--- src/rtl/seg7_pkg.sv ---
// seg7_pkg: shared types and constants for the 2-digit scanned 7-segment display.
//   state_t    : digit-scan FSM states
//   SEG_TABLE  : active-high gfedcba patterns for digits 0..9 (bit 0 = segment a)
//   seg_pol/an_pol : map active-high segment/digit vectors onto the pin polarity
package seg7_pkg;

    typedef enum logic [1:0] {
        S_IDLE  = 2'd0,
        S_UNITS = 2'd1,
        S_TENS  = 2'd2
    } state_t;

    localparam logic [6:0] SEG_TABLE [0:9] = '{
        7'h3F, 7'h06, 7'h5B, 7'h4F, 7'h66,
        7'h6D, 7'h7D, 7'h07, 7'h7F, 7'h6F
    };

    function automatic logic [6:0] seg_pol(input logic [6:0] pat, input logic active_low);
        return active_low ? ~pat : pat;
    endfunction

    function automatic logic [1:0] an_pol(input logic [1:0] en, input logic active_low);
        return active_low ? ~en : en;
    endfunction

endpackage

--- src/rtl/seg7_decode.sv ---
// seg7_decode: combinational BCD digit to active-high 7-segment pattern.
//   digit   : 4-bit code, 0..9 valid
//   pattern : gfedcba, bit 0 = a; codes above 9 give all segments dark (7'h00)
module seg7_decode
    import seg7_pkg::*;
(
    input  logic [3:0] digit,
    output logic [6:0] pattern
);

    always_comb begin
        pattern = 7'h00;
        if (digit <= 4'd9)
            pattern = SEG_TABLE[digit];
    end

endmodule

--- src/rtl/seg7_scan_display.sv ---
// seg7_scan_display: shows a 4-bit count (0..15) as two decimal digits on a
// multiplexed 2-digit 7-segment display. A prescaler sets the digit slot length,
// the scan FSM alternates units/tens, and the shown value is only updated at a
// frame boundary so a digit never changes partway through a frame.
//   clock       : system clock, posedge
//   clear_n     : synchronous active-low reset
//   value_in    : count to display
//   load        : capture value_in into the pending register
//   seg         : segments g..a (seg[0] = a), registered
//   an          : digit enables (an[0] = units, an[1] = tens), registered
//   frame_pulse : one-cycle pulse at each frame boundary, registered
module seg7_scan_display
    import seg7_pkg::*;
#(
    parameter int unsigned CLK_DIV    = 50000,
    parameter bit          ACTIVE_LOW = 1'b1,
    parameter bit          BLANK_LZ   = 1'b1
) (
    input  logic       clock,
    input  logic       clear_n,
    input  logic [3:0] value_in,
    input  logic       load,
    output logic [6:0] seg,
    output logic [1:0] an,
    output logic       frame_pulse
);

    localparam int unsigned DIV_W = (CLK_DIV > 1) ? $clog2(CLK_DIV) : 1;

    localparam logic [6:0] SEG_OFF = seg_pol(7'h00, ACTIVE_LOW);
    localparam logic [1:0] AN_OFF  = an_pol(2'b00, ACTIVE_LOW);

    logic [DIV_W-1:0] div_cnt;
    logic             tick;
    logic             boundary;
    state_t           state;
    logic [3:0]       pend_q;
    logic [3:0]       disp_q;
    logic             tens;
    logic [3:0]       units;
    logic [3:0]       dig_sel;
    logic [6:0]       pattern;

    // ---- prescaler and scan FSM ----
    assign tick     = (div_cnt == DIV_W'(CLK_DIV - 1));
    // The boundary is the tick that moves the FSM into the units slot.
    assign boundary = tick && (state != S_UNITS);

    always_ff @(posedge clock) begin
        if (!clear_n) begin
            div_cnt <= '0;
            state   <= S_IDLE;
        end else begin
            div_cnt <= tick ? '0 : div_cnt + 1'b1;
            if (tick) begin
                unique case (state)
                    S_IDLE:  state <= S_UNITS;
                    S_UNITS: state <= S_TENS;
                    S_TENS:  state <= S_UNITS;
                    default: state <= S_IDLE;
                endcase
            end
        end
    end

    // ---- sample and frame-synchronous display latch ----
    // disp_q takes the pending value as it stood before this edge, so a load
    // on the boundary edge is only shown from the following frame.
    always_ff @(posedge clock) begin
        if (!clear_n) begin
            pend_q      <= 4'd0;
            disp_q      <= 4'd0;
            frame_pulse <= 1'b0;
        end else begin
            if (load)
                pend_q <= value_in;
            if (boundary)
                disp_q <= pend_q;
            frame_pulse <= boundary;
        end
    end

    // ---- digit split and decode ----
    assign tens    = (disp_q >= 4'd10);
    assign units   = tens ? (disp_q - 4'd10) : disp_q;
    assign dig_sel = (state == S_TENS) ? {3'b000, tens} : units;

    seg7_decode u_decode (
        .digit   (dig_sel),
        .pattern (pattern)
    );

    // ---- output register (one cycle behind the FSM) ----
    always_ff @(posedge clock) begin
        if (!clear_n) begin
            seg <= SEG_OFF;
            an  <= AN_OFF;
        end else begin
            unique case (state)
                S_UNITS: begin
                    an  <= an_pol(2'b01, ACTIVE_LOW);
                    seg <= seg_pol(pattern, ACTIVE_LOW);
                end
                S_TENS: begin
                    if (BLANK_LZ && !tens) begin
                        an  <= AN_OFF;
                        seg <= SEG_OFF;
                    end else begin
                        an  <= an_pol(2'b10, ACTIVE_LOW);
                        seg <= seg_pol(pattern, ACTIVE_LOW);
                    end
                end
                default: begin
                    an  <= AN_OFF;
                    seg <= SEG_OFF;
                end
            endcase
        end
    end

endmodule

--- config.mk ---
export PLATFORM = sky130hd
export DESIGN_NAME = seg7_scan_display
export DESIGN_NICKNAME = d
export VERILOG_FILES = /design/src/rtl/seg7_pkg.sv /design/src/rtl/seg7_decode.sv /design/src/rtl/seg7_scan_display.sv
export SDC_FILE = /design/constraint.sdc
export NUM_CORES = 1
export LEC_CHECK = 0
export CAP_MARGIN = 10
export CORE_ASPECT_RATIO = 0.9
export CORE_MARGIN = 3
export CORE_UTILIZATION = 50
export CTS_BUF_LIST = sky130_fd_sc_hd__clkbuf_4
export DETAILED_ROUTE_END_ITERATION = 10
export PLACE_DENSITY = 0.71
export SLEW_MARGIN = 20
export SYNTH_ARGS = -nofsm -noshare
export SYNTH_HDL_FRONTEND = slang
export SYNTH_SLANG_ARGS = --single-unit
--- constraint.sdc ---
create_clock -name clock -period 5.5 [get_ports clock]
set_input_delay 1.375 -clock clock [delete_from_list [all_inputs] [get_ports clock]]
set_output_delay 1.375 -clock clock [all_outputs]
set_load 0.005 [all_outputs]
==> metrics.txt, run 1 <==
outcome completed; pin count of the biggest net entering global routing 19; fin crit share 0.513; Async SR Flop Fraction 0; area of the core 3480 sq um; initial antenna violation count 0; mapped cell area roughly 1900 sq um; total number of vias 1,352; DR WL/cell ~13 microns; syn_nets 218; Setup Buffers After CTS 0; crit path launch type input port; Internal roughly 0.00033 W; Total GRT Usage 0.167; number of remaining DRC errors 0; final count of hold timing violations 0; logic gate share of total power 0.037; Placer Congestion 0.853; Synth Area per Inst approximately 9.4 sq um; Final Skew 5.31 ps; WL final 3.34 mm; Sequential Power Share 0.627; Via density 5.24; Netlist cell types slightly below 50; Num CTS Buffers 5; Clk pwr share 0.335; Sw Ratio 0.221; min cycle time layout 2820 ps; Die Y 63.9 microns; Hold Slack 466 ps; Clock Tree Buf Depth 2; Max Slew Vio Count 0; num ports 17; die area 4490 sq um; Power Density roughly 200 nW/um^2; Synth Instances 197; htree depth 2; worst skew pair latency 340 ps; nets approximately 230; initial core utilization 0.535; CTS Sinks 36; Gates resized, CTS repair 0; fill count 301; crit-path max FO 18; CTS tree built; RSZ-0062 raised after global routing no; Warnings, synthesis 0; VDD IR max ~0.15 mV; Seq/Total Area, Yosys 0.387; share of layout cells above drive strength 1 0.0981; # diodes 0; number of synthesized register bits 36; Worst EP required 5710 ps; Post-synth EDFFs 0; leakage 0.760 nW; clock slew seen by the registers of the worst setup and hold paths ~100 ps; First-pass DRT Iterations 4; Die X between 70 and 80 microns; Rel. slew slack 0.600; critical path class input port to register; vias in the first global route 1,355; hold buffers post-CTS 0; port bufs 16; Worst Setup End Kind register; DPL Wire Length 2.45 mm; Rows 20; final setup violation count 0; Final ANT Viol Nets 0; Starting DRT DRC Count 43; Max-cap violations 0; GRT overflow 0; Worst Hold Class register to register; fmax 354 MHz; Post-synth top flop dfxtp_1; CTS Root Cell clkbuf_4; global-route wire length before repair just over 6 mm; Area growth syn-to-layout 12.3%; setup TNS 0 ps; switching pwr 0.0000941 W; critical path arrival ~3000 ps; worst slew pin tran ~600 ps
## path summary, 6_finish.rpt
path	slack, ps	cells after the start	to	start
max reg2reg	3040	9	seg[6]$_SDFF_PN1_	state[0]$_SDFFE_PN0N_
min	470	2	disp_q[0]$_SDFFE_PN0P_	pend_q[0]$_SDFFE_PN0P_
min reg2reg	470	2	disp_q[0]$_SDFFE_PN0P_	pend_q[0]$_SDFFE_PN0P_
max	2680	5	seg[6]$_SDFF_PN1_	clear_n
## per-stage QoR
stage / utilization / setup WS [ps] / power, W / std cells / cell area, sq um
2_1_floorplan: - / 3140 / 0.000283 / 197 / 1860
3_3_place_gp: 0.585 / 2480 / 0.000288 / 250 / 2030
3_5_place_dp: 0.585 / 2370 / 0.000289 / 250 / 2030
4_1_cts: 0.601 / 2720 / 0.000430 / 258 / 2090
5_1_grt: 0.601 / 2540 / 0.000446 / 258 / 2090
6_report: 0.601 / 2680 / 0.000426 / 258 / 2090
## sequential cells by signal, indices dropped and copies added, names as in the netlist
signal / count
an: 2
seg: 7
pend_q: 4
div_cnt: 16
disp_q: 4
frame_pulse: 1
state: 2
## area by class of cell
type / count / area (sq um) / area share
inverter: 11 / 41.3 / 0.0198
clock inverter: 1 / 3.75 / 0.00180
timing repair buffer: 16 / 160 / 0.0766
sequential: 36 / 721 / 0.345
tap: 44 / 55.1 / 0.0263
clock buffer: 7 / 52.6 / 0.0251
multi-input combinational: 143 / 1060 / 0.505
## power groups by stage
| stage | Combinational (W) | Clock [W] | Sequential [W] |
|---|---|---|---|
| 2_1_floorplan | 0.0000109 | 0 | 0.000272 |
| 6_report | 0.0000159 | 0.000143 | 0.000267 |
| 4_1_cts | 0.0000159 | 0.000147 | 0.000267 |
| 3_3_place_gp | 0.0000151 | 0 | 0.000273 |
| 3_5_place_dp | 0.0000159 | 0 | 0.000273 |
| 5_1_grt | 0.0000174 | 0.000161 | 0.000268 |
## placed cells by master (no fill, tap or decap), drive strengths merged, types with 4 or more instances in the layout
cell type and instances:
nor2b 7, clkdlybuf4s50 16, o21ai 9, dfxtp 36, nor4 5, inv 11
nand2 14, nor2 24, ha 14, nand3 8, clkbuf 7, xnor2 12
nor3 5, nand4 4, mux2i 8
## worst max-delay path, stage by stage
cell	delay (ps)
clkdlybuf4s50_1	850
nand2_1	120
a21oi_1	330
o21a_1	240
o21ai_0	120
## layer usage
layer,vias up,global-route usage,routed length [microns],part of all wire
met5,-,0,0,0
met3,4,0.0582,120,0.036
met1,630,0.196,1570,0.47
met4,0,0.0574,29,0.0087
li1,702,-,-,-
met2,16,0.283,1620,0.48
## Yosys cell counts (all sizes together) (2+ instances only)
cell / n / area [sq um]
a21o: 2 / 15.0
a21oi: 3 / 18.8
a31oi: 2 / 12.5
and2: 2 / 12.5
buf: 4 / 31.3
clkbuf: 3 / 11.3
dfxtp: 36 / 721
ha: 14 / 175
inv: 11 / 41.3
mux2i: 8 / 80.1
nand2: 14 / 52.6
nand3: 8 / 45.0
nand3b: 2 / 15.0
nand4: 4 / 55.1
nor2: 24 / 90.1
nor2b: 7 / 43.8
nor3: 5 / 41.3
nor4: 5 / 43.8
o21a: 2 / 15.0
o21ai: 9 / 56.3
or2: 2 / 12.5
xnor2: 12 / 105
xor2: 2 / 17.5
## logic make-up after synthesis
kind of cell               count (synthesis)  synth area share
adders and majority gates                 14            0.0942
DFF                                       36             0.387
and+or+nand+nor                           80             0.253
buffers and inverters                     18            0.0451
xor gates and xnor gates                  14            0.0659
AOI/OAI and AO/OA                         26             0.104
muxes                                      9            0.0511
No activity file was read; power rests on OpenSTA's default activity.
==> inputs of run 2 (changes only) <==
- PLACE_DENSITY: 0.71 -> 0.74
- clock period: 5.5 -> 2.4 ns (I/O delays scaled with it)
==> metrics.txt, run 2 (same netlist as run 1, synthesis figures left out) <==
outcome completed; crit-path cells inv_1 > ha_1 > nor2b_1 > a31oi_1 > inv_1 > ha_1 > o22a_2 > o21a_1 > o21ai_0; Worst Path Buf+Inv 2 (+1); Max-cap violations 0 (unchanged); CTS Sinks 36 (unchanged); final setup violation count 0 (unchanged); Largest Register div_cnt; clock slew seen by the registers of the worst setup and hold paths 110 ps (about the same); Clock Tree Buf Depth 2 (unchanged); Setup Buffers After CTS 0 (unchanged); area occupied by registers 721 sq um (unchanged); vias in the first global route 1,314 (-3.0%); DR WL/cell 12.3 microns (-4.8%); RSZ-0062 raised after global routing no; Largest register FFs 16 (unchanged); Inst Count DP 252 (+0.80%); num ports 17 (unchanged); htree depth 2 (unchanged); worst skew pair latency 330 ps (about the same); Sequential Power Share 0.480 (-0.147); final count of hold timing violations 0 (unchanged); fin crit share 0.914; fill count 278 (-7.6%); Total GRT Usage 0.158 (-0.00943); Max Slew Vio Count 0 (unchanged); worst slew pin tran 421 ps (-177 ps); Die X 70.3 microns (unchanged); WL final 3.21 mm (-4.1%); # diodes 0 (unchanged); Worst Hold Class register to register; critical path arrival 2450 ps (-590 ps); global-route wire length before repair 5.78 mm (-4.6%); port bufs 16 (unchanged); setup TNS 0 ps (unchanged); Worst Setup End Kind register; Slowest Stage Delay on Critical Path 390 ps (-460 ps); commonest non-fill, non-tap cell in the layout dfxtp_1; Final ANT Viol Nets 0 (unchanged); nets 236 (+0.85%); switching pwr 0.000220 W (+130%); crit-path max FO 12 (-6); area of the core 3480 sq um (unchanged); critical path class register to register; Gates resized, CTS repair 0 (unchanged); Via density 5.23 (-0.18%); CTS Root Cell clkbuf_4; GRT overflow 0 (unchanged); die area 4490 sq um (unchanged); hold buffers post-CTS 0 (unchanged); initial core utilization 0.535 (unchanged); Final Skew 14.5 ps (+9.21 ps); Clk pwr share 0.491 (+0.156); multi-input logic area 1060 sq um (unchanged); fmax 456 MHz; Rows 20 (unchanged); initial antenna violation count 0 (unchanged); VDD IR max 0.385 mV (+150%); Internal 0.00105 W (+220%); Die Y 63.9 microns (unchanged); commonest non-fill, non-tap cells in the layout dfxtp_1 (36), nor2_1 (24), clkdlybuf4s50_1 (16); Crit path max-delay family compound AO/OA/AOI/OAI gates; Area growth syn-to-layout 16.9%; Num CTS Buffers 5 (unchanged); total number of vias 1,360 (+0.59%); DPL Wire Length 2.46 mm (+0.39%); crit path launch type register; final std cells w/o fill 260 (+0.78%); pin count of the biggest net entering global routing 18 (-1); leakage 0.800 nW (+5.3%); First-pass DRT Iterations 4 (unchanged); Sw Ratio 0.173 (-0.0485); Power Density 586 nW/um^2 (+190%); share of layout cells above drive strength 1 0.111 (+0.0130); Placer Congestion 0.820 (-3.9%); Rel. slew slack 0.718 (+0.118); Starting DRT DRC Count 80 (+86%); Crit-path slowest cell ha_1; logic gate share of total power 0.029 (-0.008); number of remaining DRC errors 0 (unchanged); min cycle time layout 2190 ps; largest registers div_cnt: 16 flops, seg: 7 flops; CTS tree built; Worst EP required 2650 ps (-3060 ps)
-- run 2: final cells by class --
cell class	instances	area share
repair buffers	18	0.0805
well taps	44	0.0253
inverters	11	0.0190
multi-input cells	143	0.485
clock inverters	3	0.0414
clock buffers	5	0.0173
flip-flops and latches	36	0.331
-- run 2: worst min-delay path, delay by kind of cell (launching register included) --
family	cells	cell delay (ps)
multiplexers	1	50
AND/OR/NAND/NOR	1	50
flip-flops	1	320
-- run 2: through the flow --
step,total power [W],hold WS [ps],worst slack [ps],cell area [sq um],utilization
5_1_grt,0.00132,486,10.5,2180,0.626
4_1_cts,0.00129,455,178,2180,0.626
3_5_place_dp,0.000663,459,210,2050,0.589
3_3_place_gp,0.000661,439,359,2050,0.589
6_report,0.00127,449,206,2180,0.626
2_1_floorplan,0.000649,429,231,1860,-
-- run 2: power by group through the flow --
stage	registers [W]	clock network [W]	logic (W)
CTS	0.000612	0.000637	0.0000371
detailed placement	0.000626	0	0.0000371
floorplan	0.000624	0	0.0000250
global placement	0.000625	0	0.0000360
finish	0.000612	0.000626	0.0000368
global route	0.000613	0.000663	0.0000412
-- run 2: final timing paths --
check | start | end | slack, ps | depth (start not counted)
hold reg to reg | pend_q[0]$_SDFFE_PN0P_ | disp_q[0]$_SDFFE_PN0P_ | 450 | 2
setup reg to reg | state[0]$_SDFFE_PN0N_ | seg[3]$_SDFF_PN1_ | 210 | 9
setup / recovery | state[0]$_SDFFE_PN0N_ | seg[3]$_SDFF_PN1_ | 210 | 9
hold / removal | pend_q[0]$_SDFFE_PN0P_ | disp_q[0]$_SDFFE_PN0P_ | 450 | 2
-- run 2: layer usage --
metal	wire (microns)	track usage	up-vias
li1	-	-	711
met1	1640	0.212	620
met2	1420	0.249	27
met3	123	0.0425	2
met4	14	0.0431	0
met5	0	0	-
